--- src/rtl/friscv_fence_i_sequencer_pkg.sv ---
// rtl/friscv_fence_i_sequencer_pkg.sv - shared types for the FENCE.i sequencer
package friscv_fence_i_sequencer_pkg;

  typedef enum logic [2:0] {
    IDLE     = 3'd0,
    DRAIN    = 3'd1,
    REQ      = 3'd2,
    WAIT_ACK = 3'd3,
    DONE     = 3'd4
  } fence_fsm;

  function automatic int cnt_width(input int max_outstanding);
    return $clog2(max_outstanding + 1);
  endfunction

endpackage

--- src/rtl/friscv_fence_outstanding_cnt.sv ---
// rtl/friscv_fence_outstanding_cnt.sv - saturating up/down count of in-flight fetch reads
module friscv_fence_outstanding_cnt
  import friscv_fence_i_sequencer_pkg::*;
#(
  parameter int MAX_OUTSTANDING = 8,
  parameter int CNT_W           = cnt_width(MAX_OUTSTANDING)
) (
  input  logic             aclk,
  input  logic             srst,
  input  logic             inc,
  input  logic             dec,
  output logic [CNT_W-1:0] count,
  output logic             full
);

  localparam logic [CNT_W-1:0] MAX_CNT = CNT_W'(MAX_OUTSTANDING);

  logic do_inc;
  logic do_dec;

  // A completion with nothing in flight is dropped rather than wrapping.
  always_comb begin
    do_inc = inc && (count != MAX_CNT);
    do_dec = dec && (count != '0);
  end

  always_ff @(posedge aclk) begin
    if (srst) begin
      count <= '0;
    end else if (do_inc && !do_dec) begin
      count <= count + CNT_W'(1);
    end else if (do_dec && !do_inc) begin
      count <= count - CNT_W'(1);
    end
  end

  assign full = (count == MAX_CNT);

endmodule

--- src/rtl/friscv_fence_i_sequencer.sv ---
// rtl/friscv_fence_i_sequencer.sv - FENCE.i initiator: stall fetch, drain reads, flush I$, report
module friscv_fence_i_sequencer
  import friscv_fence_i_sequencer_pkg::*;
#(
  parameter string NAME            = "FenceI-Sequencer",
  parameter int    MAX_OUTSTANDING = 8,
  parameter int    TIMEOUT_W       = 16,
  parameter int    CNT_W           = $clog2(MAX_OUTSTANDING + 1)
) (
  input  logic             aclk,
  input  logic             srst,
  input  logic             fence_i_valid,
  output logic             fence_i_ready,
  output logic             fence_error,
  input  logic             fetch_req_valid,
  input  logic             fetch_req_ready,
  input  logic             fetch_cpl_valid,
  output logic             fetch_stall,
  output logic [CNT_W-1:0] outstanding,
  input  logic             cache_ready,
  input  logic             flushing,
  output logic             flush_blocks,
  input  logic             flush_ack
);

  if (MAX_OUTSTANDING < 1) begin : g_param_check
    $fatal(1, "%s: MAX_OUTSTANDING must be >= 1", NAME);
  end

  // tmo_cnt holds the number of WAIT_ACK cycles already spent; the cycle whose
  // increment would reach all-ones is the last one, giving 2^W-1 cycles total.
  localparam logic [TIMEOUT_W-1:0] TMO_LAST = {{(TIMEOUT_W-1){1'b1}}, 1'b0};

  fence_fsm             state;
  fence_fsm             state_nxt;
  logic [TIMEOUT_W-1:0] tmo_cnt;
  logic                 tmo_expired;
  logic                 drain_done;
  logic                 cnt_full;

  friscv_fence_outstanding_cnt #(
    .MAX_OUTSTANDING (MAX_OUTSTANDING),
    .CNT_W           (CNT_W)
  ) u_outstanding_cnt (
    .aclk  (aclk),
    .srst  (srst),
    .inc   (fetch_req_valid & fetch_req_ready),
    .dec   (fetch_cpl_valid),
    .count (outstanding),
    .full  (cnt_full)
  );

  always_comb begin
    tmo_expired = (tmo_cnt == TMO_LAST);
    drain_done  = (outstanding == '0) && !fetch_cpl_valid && cache_ready && !flushing;
    state_nxt   = state;
    case (state)
      IDLE:     if (fence_i_valid) state_nxt = DRAIN;
      DRAIN:    if (drain_done) state_nxt = REQ;
      REQ:      state_nxt = WAIT_ACK;
      WAIT_ACK: if (flush_ack || tmo_expired) state_nxt = DONE;
      DONE:     state_nxt = IDLE;
      default:  state_nxt = IDLE;
    endcase
  end

  always_ff @(posedge aclk) begin
    if (srst) begin
      state         <= IDLE;
      tmo_cnt       <= '0;
      fence_error   <= 1'b0;
      flush_blocks  <= 1'b0;
      fence_i_ready <= 1'b0;
    end else begin
      state         <= state_nxt;
      tmo_cnt       <= (state == WAIT_ACK) ? tmo_cnt + TIMEOUT_W'(1) : '0;
      flush_blocks  <= (state_nxt == REQ);
      fence_i_ready <= (state_nxt == DONE);
      // An ack arriving on the expiry cycle wins over the timeout.
      if (state == IDLE && state_nxt == DRAIN) begin
        fence_error <= 1'b0;
      end else if (state == WAIT_ACK && tmo_expired && !flush_ack) begin
        fence_error <= 1'b1;
      end
    end
  end

  assign fetch_stall = (state != IDLE) | cnt_full | !cache_ready;

endmodule

--- config.mk ---
export PLATFORM = sky130hd
export DESIGN_NAME = friscv_fence_i_sequencer
export DESIGN_NICKNAME = d
export VERILOG_FILES = /design/src/rtl/friscv_fence_i_sequencer_pkg.sv /design/src/rtl/friscv_fence_outstanding_cnt.sv /design/src/rtl/friscv_fence_i_sequencer.sv
export SDC_FILE = /design/constraint.sdc
export NUM_CORES = 1
export LEC_CHECK = 0
export CAP_MARGIN = 20
export CORE_UTILIZATION = 47
export CTS_CLUSTER_SIZE = 12
export DETAILED_ROUTE_END_ITERATION = 8
export PLACE_DENSITY_LB_ADDON = 0.15
export SLEW_MARGIN = 25
export SYNTH_ARGS = -nofsm -noshare
export SYNTH_HDL_FRONTEND = slang
export SYNTH_SLANG_ARGS = --single-unit
--- constraint.sdc ---
create_clock -name aclk -period 2.5 [get_ports aclk]
set_clock_uncertainty 0.2 [all_clocks]
set_input_delay 0.75 -clock aclk [delete_from_list [all_inputs] [get_ports aclk]]
set_output_delay 0.75 -clock aclk [all_outputs]
set_load 0.01 [all_outputs]
==> run_results.csv, run 1 <==
group,metric,value,unit
status,status,"finished, final reports clean",
power,ir_drop,0.543,mV
job,drv_cap,0,
floorplanning,die-width,53.0,µm
synth,syn_area,1220,µm²
final_layout,fin_cells,196,
cts,cts-root-buf,"clkbuf_4",
routing,avgRoutedWirePerCell,13.4,µm
placed_design,numPortBuffers,16,
global_route,grt_pass1_vias,995,
placed_design,place_area,1490,µm²
power,p_switching,318,µW
routing,wl_met3,72,µm
timing,grt_setup_unrepaired,"yes",
cts,clock_latency,330,ps
worst_setup_path,crit_arrival,2510,ps
power,power.internal,832,µW
synth,yosysUniqueCellTypes,33,
placed_design,dp_hpwl,1840,µm
worst_setup_path,cp-start-kind,"primary input",
cts,cts_tree,"yes",
worst_setup_path,critPathRequiredTime,2540,ps
cts,cts_buffers,3,
worst_setup_path,worstPathMaxFanout,3,
timing,setup-violations-final,0,
final_layout,utilization,64.7,%
timing,tightest_slew,350,ps
placed_design,routabilityCongestion,0.768,
timing,fmax,405,MHz
routing,dr_wl_met2,1290,µm
synth,synthCells,139,
synth,synth.area.top_cells,"dfxtp_1 43%, xnor2_1 7.2%, nor2_1 6.8%",
synth,synth_async_sr_flop_share,0,%
cts,cts.path.max_buffers,2,
worst_setup_path,cp_cell_sequence,"clkdlybuf4s50_1 > nand2_2 > ha_4 > inv_2 > ha_4 > a21oi_2 > a211oi_1 > a31oi_1 > mux2_2",
routing,postRouteWirelength,2640,µm
routing,wl_met1,1230,µm
final_layout,design_area,1590,µm²
synth,synth_area_leader_cell,"dfxtp_1",
global_route,grt_pass1_wl,4280,µm
timing,finalMaxSlewViolations,0,
cts,cts_hold_repair.buffers,0,
floorplanning,start_util,49.7,%
power,p_per_area,725,nW/µm²
synth,postSynthAreaPerCell,8.79,µm²
global_route,grtUsageTotal,20.9,%
routing,vias_per_cell,5.63,
synth,synth_top_cell_area_share,42.6,%
floorplanning,io-pin-count,17,
power,combPwrFrac,34.4,%
final_layout,syn_to_final_growth,30.0,%
final_layout,drive_gt1_share,19.9,%
final_layout,antennaDiodeCount,0,
routing,drc,0,
worst_setup_path,cp_slowest_cell,"clkdlybuf4s50_1",
final_layout,final_cell_mix,"24 x dfxtp_1, 22 x nor2_1, 13 x clkdlybuf4s50_1, 12 x buf_4, 10 x xnor2_1",
routing,ant_nets,0,
routing,first_pass_iters,4,
timing,period_share,98.8,%
global_route,grt_start_max_net_pins,19,
min_path,hold_class,"reg2reg",
synth,syn_nets,154,
timing,slew_headroom,76.4,%
global_route,antenna_found_initial,0,
synth,synth_flop_cell,"dfxtp_1",
cts,cts_num_sinks,26,
power,p_leak,0.528,nW
final_layout,nFillCells,209,
synth,ys_seq_area_share,42.6,%
power,seqPwrFrac,40.1,%
cts,clkTransAtPathRegs,150,ps
final_layout,layout.nets,182,
timing,finalWorstSetupSlack,30.1,ps
placed_design,dp.cells,189,
routing,topRoutingLayerUsed,"met4",
synth,ys_ff_latch,26,
routing,via_count,1103,
worst_setup_path,crit_top_cell,"ha_4",
timing,min_period,2470,ps
floorplanning,die_h,53.0,µm
floorplanning,dieArea,2810,µm²
routing,drt-initial-drc-count,28,
floorplanning,fp-row-count,18,
worst_setup_path,crit_type,"in2reg",
synth,synth_edf_count,0,
placed_design,dp_slack,-431,ps
timing,hold_viol,0,
floorplanning,core,2450,µm²
worst_setup_path,critical_path.max_stage_delay,480,ps
final_layout,final_common_cell,"dfxtp_1",
power,clkPwrFrac,25.5,%
worst_setup_path,crit_path_end_kind,"flop",
global_route,grt_overflow_total,0,
power,p_sw_share,27.6,%
synth,ys_warn_count,0,
cts,cts.htree.levels,1,
-- power groups by stage --
| stage | clock network (mW) | logic (mW) | registers (mW) |
|---|---|---|---|
| 4_1_cts | 0.299 | 0.376 | 0.461 |
| 3_3_place_gp | 0 | 0.325 | 0.473 |
| 5_1_grt | 0.317 | 0.436 | 0.466 |
| 3_5_place_dp | 0 | 0.337 | 0.474 |
| 2_1_floorplan | 0 | 0.175 | 0.489 |
| 6_report | 0.293 | 0.395 | 0.462 |
-- worst paths after layout --
kind | startpoint | end | slack (ps) | cells past startpoint
min reg2reg | tmo_cnt[8] | tmo_cnt[8] | 310 | 2
max reg2reg | u_outstanding_cnt.count[0] | u_outstanding_cnt.count[3] | 50 | 9
min | tmo_cnt[8] | tmo_cnt[8] | 310 | 2
max | fetch_cpl_valid | u_outstanding_cnt.count[3] | 30 | 9
-- through the flow --
| step | total power, mW | setup TNS [ps] | hold slack (ps) |
|---|---|---|---|
| 3_5_place_dp | 0.811 | -1200 | 272 |
| 6_report | 1.15 | 0 | 307 |
| 2_1_floorplan | 0.664 | 0 | 258 |
| 4_1_cts | 1.14 | 0 | 305 |
| 5_1_grt | 1.22 | -41.2 | 343 |
| 3_3_place_gp | 0.799 | -1060 | 258 |
-- critical path: cells and delay by family --
family	cells	cell delay [ps]
buf+inv	2	560
simple gates	1	70
fa+ha+maj	2	380
compound gates	3	390
mux	1	350
-- cell usage after synthesis (2+ instances only) --
cell / n
nand4_1: 5
dfxtp_1: 26
nor3_1: 9
o21ai_0: 3
nand3_1: 8
nand2_1: 6
ha_1: 5
xor2_1: 3
a21oi_1: 6
inv_1: 5
clkbuf_1: 5
xnor2_1: 10
nor2_1: 22
or3_1: 2
nor4_1: 4
or4_1: 3
-- layout make-up --
| type | instances | area, µm² | area share, % |
|---|---|---|---|
| clock buffers | 3 | 22.5 | 1.42 |
| well taps | 30 | 37.5 | 2.36 |
| repair buffers | 28 | 243 | 15.3 |
| multi-input cells | 103 | 713 | 44.9 |
| inverters | 5 | 18.8 | 1.18 |
| clock inverters | 1 | 30.0 | 1.89 |
| flip-flops and latches | 26 | 523 | 32.9 |
-- kinds of logic (layout without fill, tap and decap cells) --
group / after synthesis / count (layout) / synth area share [%]
simple gates: 66 / 66 / 27.6
flops: 26 / 26 / 42.6
compound gates: 16 / 16 / 8.91
xor+xnor: 13 / 13 / 9.32
buf+inv: 10 / 37 / 3.07
fa+ha+maj: 6 / 6 / 6.76
mux: 2 / 2 / 1.74
-- per-layer routing --
layer / global-route usage [%] / up-vias
met4: 7.89 / 0
met1: 28.0 / 538
met3: 2.87 / 5
met2: 33.8 / 15
met5: 0 / -
li1: - / 545
-- registers in the layout (all words and copies together), names as in the netlist --
name / flops
fence_error: 1
fence_i_ready: 1
flush_blocks: 1
state: 3
tmo_cnt: 16
u_outstanding_cnt.count: 4
-- repair_timing --
action	in CTS	in global routing
gates resized for setup	9	5
buffers inserted	2	1
pin swaps	5	3
gates cloned	0	0
endpoints found under the setup margin	2	3
Power figures use the tool's default switching activity.
==> run 2, diff against run 1 <==
- ABC_AREA: not set -> 1
- CORE_UTILIZATION: 47 -> 51
- CTS_BUF_LIST: not set -> sky130_fd_sc_hd__clkbuf_8
==> run_results.csv, run 2 <==
group,metric,value,unit
status,status,"finished, final reports clean",
routing,via_count,1137,
global_route,antenna_found_initial,0,
synth,postSynthAreaPerCell,7.31,µm²
routing,vias_per_cell,4.94,
global_route,grt_start_max_net_pins,15,
power,p_per_area,668,nW/µm²
cts,cts_num_sinks,26,
power,power.internal,739,µW
power,clkPwrFrac,25.3,%
synth,synth.area.top_cells,"dfxtp_1 40%, nand2_1 11%, nor2_1 8.8%",
final_layout,final_cell_mix,"37 x nand2_1, 31 x nor2_1, 26 x dfxtp_1, 21 x inv_1, 15 x clkdlybuf4s50_1",
floorplanning,fp-row-count,18,
synth,synth_top_family_by_area,"simple AND/OR/NAND/NOR gates",
routing,avgRoutedWirePerCell,10.4,µm
cts,cts_buffers,3,
floorplanning,die_h,52.8,µm
final_layout,syn_to_final_growth,20.0,%
timing,hold_viol,0,
synth,synth_top_cell_area_share,39.6,%
placed_design,dp.cells,226,
final_layout,layout.nets,216,
synth,synthCells,180,
placed_design,numPortBuffers,16,
synth,synth_adder_area_share,6.28,%
synth,synth_flop_cell,"dfxtp_1",
worst_setup_path,cp-start-kind,"primary input",
final_layout,antennaDiodeCount,0,
cts,cts-root-buf,"clkbuf_8",
global_route,grt_pass1_wl,3960,µm
worst_setup_path,crit_type,"in2out",
synth,synth_edf_count,0,
final_layout,regMostFlops,"tmo_cnt",
final_layout,final_common_cell,"nand2_1",
synth,synth-xor-area-share,4.00,%
final_layout,nFillCells,228,
synth,ys_warn_count,0,
timing,finalMaxSlewViolations,0,
placed_design,place_area,1510,µm²
worst_setup_path,crit_arrival,1440,ps
final_layout,drive_gt1_share,12.0,%
cts,cts_setup_buffers,0,
cts,cts_hold_repair.buffers,0,
synth,ys_seq_area_share,39.6,%
placed_design,dp_slack,-272,ps
timing,slew_headroom,83.6,%
synth,syn_area,1320,µm²
timing,finalWorstSetupSlack,112,ps
worst_setup_path,crit_path_end_kind,"output pin",
worst_setup_path,worstPathMaxFanout,2,
global_route,grt_pass1_vias,981,
floorplanning,io-pin-count,17,
synth,synth.most_common_cell,"nand2_1",
synth,yosysUniqueCellTypes,28,
power,combPwrFrac,29.1,%
worst_setup_path,critPathRequiredTime,1550,ps
floorplanning,core,2450,µm²
routing,drt-initial-drc-count,29,
final_layout,largestRegisters,"tmo_cnt: 16 flops, u_outstanding_cnt.count: 4 flops, state: 3 flops",
placed_design,dp_hpwl,1870,µm
synth,synth_area_leader_cell,"dfxtp_1",
floorplanning,start_util,53.6,%
power,ir_drop,0.681,mV
synth,ys_ff_latch,26,
timing,grt_setup_unrepaired,"no",
synth,syn_nets,195,
cts,clkTransAtPathRegs,80,ps
routing,postRouteWirelength,2400,µm
global_route,grtUsageTotal,19.7,%
routing,first_pass_iters,4,
final_layout,fin_cells,230,
min_path,hold_class,"reg2reg",
synth,ys_top_cells_by_count,"37 x nand2_1, 31 x nor2_1, 26 x dfxtp_1, 22 x inv_1, 12 x a21oi_1",
routing,ant_nets,0,
routing,drc,0,
cts,cts.htree.levels,1,
job,drv_cap,0,
power,p_sw_share,29.8,%
global_route,grt_overflow_total,0,
synth,synth-compound-area-share,9.13,%
cts,cts.path.max_buffers,2,
synth,synth_async_sr_flop_share,0,%
timing,period_share,95.5,%
synth,synth-simple-area-share,33.3,%
power,p_leak,0.594,nW
cts,cts_tree,"yes",
power,seqPwrFrac,45.6,%
floorplanning,die-width,52.8,µm
placed_design,routabilityCongestion,0.869,
final_layout,largest_register_ffs,16,
synth,synthMuxAreaShare,0,%
final_layout,design_area,1580,µm²
timing,setup-violations-final,0,
timing,fmax,419,MHz
cts,clock_latency,270,ps
floorplanning,dieArea,2790,µm²
timing,min_period,2390,ps
power,p_switching,314,µW
timing,tightest_slew,246,ps
run 2: cell count changes in the layout (fill, tap and decap cells not counted), sizes merged, moves of 4 or more:
cell   before  now
nor2       22   35
a21oi       6   12
nand4       5    1
nor3        9    4
nand2       6   38
xnor2      10    1
nor4        4    0
buf        12    1
inv         5   24
o21ai       3    9
run 2: repair_timing:
| action | 4_1_cts | 5_1_grt |
|---|---|---|
| setup endpoints to repair | 1 | 3 |
| gates resized for setup | 2 | 6 |
| hold endpoints to repair | 0 | 0 |
| pin swaps | 0 | 0 |
run 2: final timing paths:
kind                              startpoint                    endpoint  slack (ps)  depth (start not counted)
setup / recovery                 cache_ready                 fetch_stall         110                          3
hold / removal                    tmo_cnt[8]                  tmo_cnt[8]         270                          2
setup reg to reg  u_outstanding_cnt.count[0]  u_outstanding_cnt.count[3]         390                         11
hold reg to reg                   tmo_cnt[8]                  tmo_cnt[8]         270                          2
run 2: layout make-up:
type	count	area [µm²]	share of cell area, %
flip-flops and latches	26	520	33.0
multi-input cells	129	712	45.1
inverters	24	90.1	5.71
well taps	30	37.5	2.38
repair buffers	17	163	10.3
clock buffers	4	55.1	3.49
run 2: worst max-delay path, stage by stage:
cell	delay (ps)
clkdlybuf4s50_1	480
nand3_1	80
clkbuf_2	140
run 2: per-stage QoR:
step | hold WS (ps) | utilization (%) | setup TNS [ps] | total power [mW]
after detailed placement | 255 | 61.5 | -799 | 0.772
final | 266 | 64.3 | 0 | 1.05
after global routing | 298 | 64.3 | 0 | 1.13
after CTS | 269 | 63.7 | 0 | 1.04
after global placement | 252 | 61.5 | -665 | 0.760
after floorplan | 236 | - | 0 | 0.659
run 2: kinds of logic (layout without fill, tap and decap cells):
family | after synthesis | after routing
flip-flops | 26 | 26
buffers and inverters | 25 | 45
XOR/XNOR | 6 | 6
AND/OR/NAND/NOR | 94 | 94
adder cells (fa/ha/maj) | 6 | 6
AO/OA/AOI/OAI | 23 | 23
run 2: routing by layer:
metal / routed length, µm / share of wire [%] / vias up / GRT usage, %
met4: 40 / 1.7 / 0 / 9.21
met5: 0 / 0 / - / 0
met3: 95 / 4.0 / 4 / 5.22
met1: 1130 / 47 / 505 / 23.9
li1: - / - / 608 / -
met2: 1130 / 47 / 20 / 32.1
run 2: power by group through the flow:
| stage | sequential, mW | combinational, mW | clock, mW |
|---|---|---|---|
| floorplan | 0.494 | 0.165 | 0 |
| global placement | 0.486 | 0.273 | 0 |
| detailed placement | 0.488 | 0.284 | 0 |
| CTS | 0.478 | 0.285 | 0.273 |
| global route | 0.487 | 0.350 | 0.293 |
| finish | 0.480 | 0.307 | 0.267 |
